**src/rtl/memory_game_ctrl.sv**
```systemverilog
// memory_game_ctrl: game logic for the two-player 4x4 memory (card-matching) game.
// Turns debounced button levels into cursor moves and card selections, runs turns, match
// checks, scoring and game end. Feeds the VGA board renderer.
//
// Ports:
//   VGA_CLK_IN  system clock (renderer domain)
//   rst         synchronous active-high reset
//   btn_next    debounced level, rising edge advances the cursor
//   btn_sel     debounced level, rising edge selects the card under the cursor
//   block       cursor card index 0..15, row-major
//   player      active player (0/1)
//   revealed    per-card face-up (not yet matched) mask
//   matched     per-card permanently matched mask
//   score0/1    pairs won by each player
//   game_over   high once every pair is matched
//   winner      0=player0, 1=player1, 2=tie (0 unless game_over)
//
// Optional build macro SKIP_MATCHED_EN: the cursor skips over matched cards.
module memory_game_ctrl #(
  parameter int unsigned TURN_CYCLES = 250_000_000,
  parameter int unsigned SHOW_CYCLES = 25_000_000
) (
  input  logic        VGA_CLK_IN,
  input  logic        rst,
  input  logic        btn_next,
  input  logic        btn_sel,
  output logic [3:0]  block,
  output logic        player,
  output logic [15:0] revealed,
  output logic [15:0] matched,
  output logic [3:0]  score0,
  output logic [3:0]  score1,
  output logic        game_over,
  output logic [1:0]  winner
);

  typedef enum logic [2:0] {StPick1, StPick2, StCheck, StShow, StDone} gameState_e;

  localparam logic [27:0] TurnLast = 28'(TURN_CYCLES - 1);
  localparam logic [27:0] ShowLast = 28'(SHOW_CYCLES - 1);

  // Fixed board layout ROM: card index -> colour id.
  function automatic logic [2:0] cardId(input logic [3:0] idx);
    logic [2:0] id;
    unique case (idx)
      4'd0:  id = 3'd0;  4'd1:  id = 3'd1;  4'd2:  id = 3'd2;  4'd3:  id = 3'd3;
      4'd4:  id = 3'd4;  4'd5:  id = 3'd5;  4'd6:  id = 3'd6;  4'd7:  id = 3'd7;
      4'd8:  id = 3'd5;  4'd9:  id = 3'd1;  4'd10: id = 3'd6;  4'd11: id = 3'd3;
      4'd12: id = 3'd7;  4'd13: id = 3'd0;  4'd14: id = 3'd4;  default: id = 3'd2;
    endcase
    return id;
  endfunction

  function automatic logic [15:0] cardMask(input logic [3:0] idx);
    return 16'd1 << idx;
  endfunction

  gameState_e  stateQ, stateD;
  logic [3:0]  blockQ, blockD, firstQ, firstD, secondQ, secondD;
  logic        playerQ, playerD, gameOverQ, gameOverD;
  logic [15:0] revealedQ, revealedD, matchedQ, matchedD;
  logic [3:0]  score0Q, score0D, score1Q, score1D;
  logic [1:0]  winnerQ, winnerD;
  logic [27:0] timerQ, timerD;
  logic        prevNextQ, prevNextD, prevSelQ, prevSelD;
  // armQ is low for the first cycle out of reset/restart so a button held across it
  // cannot register as a fresh press.
  logic        armQ, armD;
  logic        nextEv, selEv;
  logic [3:0]  cursorNext;

  assign nextEv = armQ & btn_next & ~prevNextQ;
  assign selEv  = armQ & btn_sel & ~prevSelQ;

`ifdef SKIP_MATCHED_EN
  logic       found;
  logic [3:0] cand;
  always_comb begin
    cursorNext = blockQ;
    found      = 1'b0;
    cand       = '0;
    for (int k = 1; k < 16; k++) begin
      cand = blockQ + 4'(k);
      if (!found && !matchedQ[cand]) begin
        cursorNext = cand;
        found      = 1'b1;
      end
    end
  end
`else
  assign cursorNext = blockQ + 4'd1;
`endif

  always_comb begin
    stateD    = stateQ;
    blockD    = blockQ;
    playerD   = playerQ;
    revealedD = revealedQ;
    matchedD  = matchedQ;
    score0D   = score0Q;
    score1D   = score1Q;
    gameOverD = gameOverQ;
    winnerD   = winnerQ;
    firstD    = firstQ;
    secondD   = secondQ;
    timerD    = timerQ;
    prevNextD = btn_next;
    prevSelD  = btn_sel;
    armD      = 1'b1;
    unique case (stateQ)
      StPick1, StPick2: begin
        if (nextEv) blockD = cursorNext;
        if (timerQ == TurnLast) begin
          // Timeout beats any selection arriving in the same cycle.
          revealedD = '0;
          playerD   = ~playerQ;
          timerD    = '0;
          stateD    = StPick1;
        end else begin
          timerD = timerQ + 28'd1;
          if (selEv && !matchedQ[blockQ]) begin
            if (stateQ == StPick1) begin
              revealedD = revealedQ | cardMask(blockQ);
              firstD    = blockQ;
              stateD    = StPick2;
            end else if (blockQ != firstQ) begin
              revealedD = revealedQ | cardMask(blockQ);
              secondD   = blockQ;
              stateD    = StCheck;
            end
          end
        end
      end
      StCheck: begin
        timerD = '0;
        if (cardId(firstQ) == cardId(secondQ)) begin
          matchedD  = matchedQ | cardMask(firstQ) | cardMask(secondQ);
          revealedD = revealedQ & ~(cardMask(firstQ) | cardMask(secondQ));
          if (playerQ) score1D = score1Q + 4'd1;
          else         score0D = score0Q + 4'd1;
          if (&matchedD) begin
            stateD    = StDone;
            gameOverD = 1'b1;
            if (score0D > score1D)      winnerD = 2'd0;
            else if (score1D > score0D) winnerD = 2'd1;
            else                        winnerD = 2'd2;
          end else begin
            stateD = StPick1;
          end
        end else begin
          stateD = StShow;
        end
      end
      StShow: begin
        if (timerQ == ShowLast) begin
          revealedD = '0;
          playerD   = ~playerQ;
          timerD    = '0;
          stateD    = StPick1;
        end else begin
          timerD = timerQ + 28'd1;
        end
      end
      StDone: begin
        if (selEv) begin
          stateD    = StPick1;
          blockD    = '0;
          playerD   = 1'b0;
          revealedD = '0;
          matchedD  = '0;
          score0D   = '0;
          score1D   = '0;
          gameOverD = 1'b0;
          winnerD   = '0;
          firstD    = '0;
          secondD   = '0;
          timerD    = '0;
          prevNextD = 1'b0;
          prevSelD  = 1'b0;
          armD      = 1'b0;
        end
      end
      default: stateD = StPick1;
    endcase
  end

  always_ff @(posedge VGA_CLK_IN) begin
    if (rst) begin
      stateQ    <= StPick1;
      blockQ    <= '0;
      playerQ   <= 1'b0;
      revealedQ <= '0;
      matchedQ  <= '0;
      score0Q   <= '0;
      score1Q   <= '0;
      gameOverQ <= 1'b0;
      winnerQ   <= '0;
      firstQ    <= '0;
      secondQ   <= '0;
      timerQ    <= '0;
      prevNextQ <= 1'b0;
      prevSelQ  <= 1'b0;
      armQ      <= 1'b0;
    end else begin
      stateQ    <= stateD;
      blockQ    <= blockD;
      playerQ   <= playerD;
      revealedQ <= revealedD;
      matchedQ  <= matchedD;
      score0Q   <= score0D;
      score1Q   <= score1D;
      gameOverQ <= gameOverD;
      winnerQ   <= winnerD;
      firstQ    <= firstD;
      secondQ   <= secondD;
      timerQ    <= timerD;
      prevNextQ <= prevNextD;
      prevSelQ  <= prevSelD;
      armQ      <= armD;
    end
  end

  assign block     = blockQ;
  assign player    = playerQ;
  assign revealed  = revealedQ;
  assign matched   = matchedQ;
  assign score0    = score0Q;
  assign score1    = score1Q;
  assign game_over = gameOverQ;
  assign winner    = winnerQ;

endmodule

```
**config.mk**
```make
export PLATFORM = sky130hd
export DESIGN_NAME = memory_game_ctrl
export DESIGN_NICKNAME = d
export VERILOG_FILES = /design/src/rtl/memory_game_ctrl.sv
export SDC_FILE = /design/constraint.sdc
export NUM_CORES = 1
export LEC_CHECK = 0
export ABC_AREA = 1
export CAP_MARGIN = 20
export CORE_UTILIZATION = 59
export DETAILED_ROUTE_END_ITERATION = 10
export GPL_ROUTABILITY_DRIVEN = 0
export PLACE_DENSITY = 0.81
export SLEW_MARGIN = 20
export SYNTH_ARGS = -nofsm -noshare
export SYNTH_HDL_FRONTEND = slang
export SYNTH_SLANG_ARGS = --single-unit
```
**constraint.sdc**
```tcl
create_clock -name VGA_CLK_IN -period 2.2 [get_ports VGA_CLK_IN]
set_input_delay 0.33 -clock VGA_CLK_IN [delete_from_list [all_inputs] [get_ports VGA_CLK_IN]]
set_output_delay 0.33 -clock VGA_CLK_IN [all_outputs]
set_load 0.1 [all_outputs]
```
# Word-level counts from Yosys, hierarchy flattened
# Memories as Yosys holds them, arrays and structs flattened. A register that Yosys moved wholly into a read port is not among the register bits.
# Cells that the tools add are included.
# W data, S select, Z words.
[word_totals]
in_bits = 4
mem_bits_ro = 96
mem_bits_rw = 0
memories = 2
latchBits = 0
regBits = 90
wordCells = 151
[op_classes]
shift = 3
bitwise_logic = 13
multipliers = 0
add_sub_neg = 4
mux = 72
n_eq_ne = 21
div = 0
order_cmp = 3
reduce_logical = 18
[memory_table]
columns = ["memory", "words", "width", "rd", "rd_clocked_by_memory_dff", "write_ports", "line", "rtl"]
rows = [
  ["(no name shown)", 16, 3, 1, 1, 0, "45", "unique case (idx)"],
  ["(no name shown)", 16, 3, 1, 1, 0, "45", ""],
]
[op_table]
columns = ["cell", "count"]
rows = [
  ["$mux W16", 8],
  ["$pmux W28 S4", 1],
  ["$mux W28", 3],
  ["$mux W4", 21],
  ["$or A16 B16 Y16", 4],
  ["$pmux W16 S4", 1],
  ["$shl A1 B4 Y16 const A", 3],
  ["$pmux W4 S2", 5],
  ["$pmux W16 S2", 1],
  ["$mux W3", 10],
  ["$add A28 B1 Y28 const B", 1],
  ["$eq A28 B25 Y1 const B", 1],
  ["$eq A28 B28 Y1 const B", 1],
  ["$ne A2 B2 Y1 const B", 11],
  ["$and A16 B16 Y16", 1],
  ["$not A16 Y16", 1],
  ["$reduce_and A16 Y1", 1],
  ["$add A4 B1 Y4 const B", 3],
  ["$mux W1", 12],
  ["$pmux W3 S4", 1],
  ["$reduce_and A4 Y1", 3],
  ["$reduce_and A6 Y1", 2],
  ["$mux W2", 5],
  ["$gt A4 B4 Y1", 2],
  ["24 further kinds", 32],
]

# Depth between registers and ports, before layout
[logic_depth]
depth_word = 11
mapped_depth = 16
ltp_nobuf = 16

# Least setup slack after synthesis
# OpenSTA, ideal clock, no wires.
[synth_path]
kind = "flip-flop to flip-flop"
from = "register blockQ[0], in the netlist block[0]"
to = "register with a tool-made name"
n_path_buf = 1
setup_ns = 0.113
period_less_slack_ns = 2.760
arrival_time_ns = 2.647
stages_incl_launch_ff = 15
slack_ns = -0.560
cell_sequence = "dfxtp_1 -> buf_2 -> nand2_1 -> nand3_1 -> nand3_1 -> nand3_1 -> nand3_2 -> nand2_2 -> nand3_2 -> nand2_1 -> nand3_1 -> ha_1 -> inv_1 -> nand4_1 -> nand2_1"
[synth_rtl]
columns = ["element", "line", "rtl"]
rows = [
  ["from (decl)", "59", "logic [3:0] blockQ, blockD, firstQ, firstD, secondQ, secondD;"],
  ["from (signal assigned)", "206", "blockQ <= blockD;"],
]

==> results by group <==
Clock network
  • CTS Buf Count: 9
  • Clk slew on worst S/H paths: 90 ps
  • Hold_buf cts: 0
  • Root buffer cell: clkbuf_8
  • CTS Sinks: between 90 and 100
  • H-tree depth: 3
  • CTS max path bufs: 2
  • Clk_lat worst skew: around 380 ps
  • CTS tree: yes

Global route
  • First-pass GRT wire length: 29.54 mm
  • Grt ovf: 0
  • Vias in the first global route: 6,161
  • Pin count of the biggest net entering global routing: 33
  • Total track usage: 33.31%
  • Antenna violations before repair: 0

Synth
  • Register area share after synthesis: 31.11%
  • Mapped cell area: 6177 sq um
  • Area contributors post-synth: dfxtp_1 31%, nand2_1 12%, nand4_1 7.1%
  • Yosys cell types: 45
  • Syn_nets: approximately 930
  • Synth Instances: around 910
  • EDFF count, synth: 0
  • Prevailing post-synth register cell: dfxtp_1
  • Avg Synthesized Cell Area: 6.758 sq um
  • Largest area contributor in the synthesized netlist: dfxtp_1
  • Share of Yosys cell area claimed by the top area cell type: 31.11%
  • Synth warn: 0
  • Post-synth top cells: 190 x nand2_1, 102 x inv_1, 96 x dfxtp_1, 83 x nor2_1, 82 x nand3_1
  • Ys async rst share: 0%
  • Synthesis-stage register bit count: 96
  • Most common cell in the synthesized netlist: nand2_1

Timing
  • Min cycle time layout: 2173 ps
  • Max-Slew Margin vs Limit: 60.76%
  • Hold WS: 481.9 ps
  • Worst Skew: slightly below 9 ps
  • Endpoints failing setup: 0
  • Final period util: 98.79%
  • F_max: 0.4601 GHz
  • Slew Limit Fails: 0
  • Worst-Margin Slew: 584.1 ps
  • Endpoints failing hold: 0

Die
  • Die Y: roughly 100 um
  • Die area: 10,880 sq um
  • Core area: 9955 sq um
  • Die extent in x: 104.3 um
  • Cell Rows: 36
  • Initial core utilization: between 60 and 70%
  • Io pins: 52

Setup path
  • Setup crit end kind: flop
  • WS Path Type: flop to flop
  • Slack of the worst reg-to-reg path: 30 ps
  • Depth of the worst register-to-register path: 14
  • Reg2reg start: timerQ[1]
  • CP arrival: 2500 ps
  • Startpoint Class: flop
  • Critical Path RT: 2530 ps
  • Critical path fanouts, max: 6
  • Crit. Startpoint: timerQ[1]

Finish
  • Final #Nets: 1,028
  • Area Overhead vs Synth: 22.02%
  • Antenna cells: 0
  • Fillcell total: 795
  • Share of layout cells above drive strength 1: 25.12%
  • Post-route cell area: between 7000 and 8000 sq um

Power
  • Pwr Total: ~8 mW
  • Peak supply drop: 0.6539 mV
  • PD cells: 1079 nW/um^2
  • Leak pwr: approximately 3.3 nW

Placement
  • DPL Wire Length: 13.23 mm
  • Placed Area: 7113 sq um
  • Number of port buffers: 51

Detailed routing
  • Via count: roughly 6,800
  • Post-route DRC: 0
  • Antenna viol nets, final: 0
  • DR WL/cell: 16.05 um
  • Vias/cell: 5.914
  • Final wirelength: 18.42 mm
  • DRT Pass-1 Iters: 8
  • DRT iter0 DRCs: 622

Outcome
  • Status: finished, final reports clean

Hold path
  • Hold Path Class: flop to flop

Run
  • Maxcap violations: 0
-- power by group --
group | internal [mW] | leakage, nW | switching (mW)
Combinational | 1.53 | 2.42 | 2.98
Clock | 0.673 | 0.114 | 0.648
Sequential | 1.97 | 0.796 | 0.334
-- logic make-up after synthesis --
| group | synth area share, % |
|---|---|
| adder cells (fa/ha/maj) | 2.836 |
| XOR/XNOR | 3.261 |
| buffers and inverters | 10.96 |
| flip-flops | 31.11 |
| AND/OR/NAND/NOR | 41.91 |
| AO/OA/AOI/OAI | 9.925 |
-- per-stage QoR --
step | instances | worst slack, ps | setup TNS, ps | utilization [%]
5_1_grt | 1148 | -81.71 | -292.0 | 75.72
2_1_floorplan | 914 | 9.091 | 0 | -
3_5_place_dp | 1124 | -223.8 | -1127 | 71.46
3_3_place_gp | 1124 | -131.2 | -501.5 | 71.46
4_1_cts | 1140 | 1.565 | 0 | 73.68
6_report | 1148 | 26.65 | 0 | 75.72
-- placed cells by master (no fill, tap or decap), drive strengths merged, types with 4 or more instances in the layout --
master,count
inv,120
nor2,103
xnor2,8
clkbuf,12
o211ai,16
nor4,6
o21ai,36
ha,14
nand4,70
xor2,15
nor3b,4
a21oi,44
dfxtp,96
nand2,201
clkinv,7
buf,119
nand3,92
nor3,29
-- metal layers --
layer | GRT usage, % | vias to the layer above | routed length [um]
li1 | - | 3227 | -
met2 | 53.83 | 414 | 8565
met1 | 42.99 | 3086 | 7611
met5 | 0 | - | 0
met4 | 16.22 | 0 | 629
met3 | 5.451 | 62 | 1617
-- area by class of cell --
type | instances | area [sq um] | area share, %
multi-input combinational | 655 | 3675 | 48.75
sequential | 96 | 1979 | 26.26
timing repair buffer | 123 | 1010 | 13.40
inverter | 125 | 485.5 | 6.441
tap | 133 | 166.4 | 2.208
clock buffer | 11 | 141.4 | 1.876
clock inverter | 5 | 80.08 | 1.062
-- worst max-delay path: stages (launching register included) --
cell,delay (ps)
dfxtp_2,370
ha_4,160
nand3_4,100
inv_2,90
nand2_2,70
nor3_4,250
nand3_2,160
buf_6,150
clkbuf_16,140
buf_4,140
nand4_1,120
nand2_1,80
nor2_2,140
nand3_1,100
nand2_1,60
-- state kept, by name, summed over array words and instances (netlist names), 2 cells and up, named ones only --
name      cells
timerQ       28
matched      16
revealed     16
block         4
firstQ        4
score0        4
score1        4
secondQ       4
stateQ        3
winner        2
-- what timing repair did --
action	in CTS	in global routing
setup endpoints to repair	0	53
resized for setup	0	36
setup buffers	0	7
-- how the worst min path moves through the flow --
stage,endpoint,slack [ps],startpoint,cells past startpoint
floorplan,timerQ[1],460,timerQ[1],2
global route,game_over,510,game_over,2
finish,winner[0],480,winner[0],2
CTS,winner[0],480,winner[0],2
global placement,winner[0],460,winner[0],2
detailed placement,winner[0],470,winner[0],2
No activity file was read; power rests on OpenSTA's default activity.
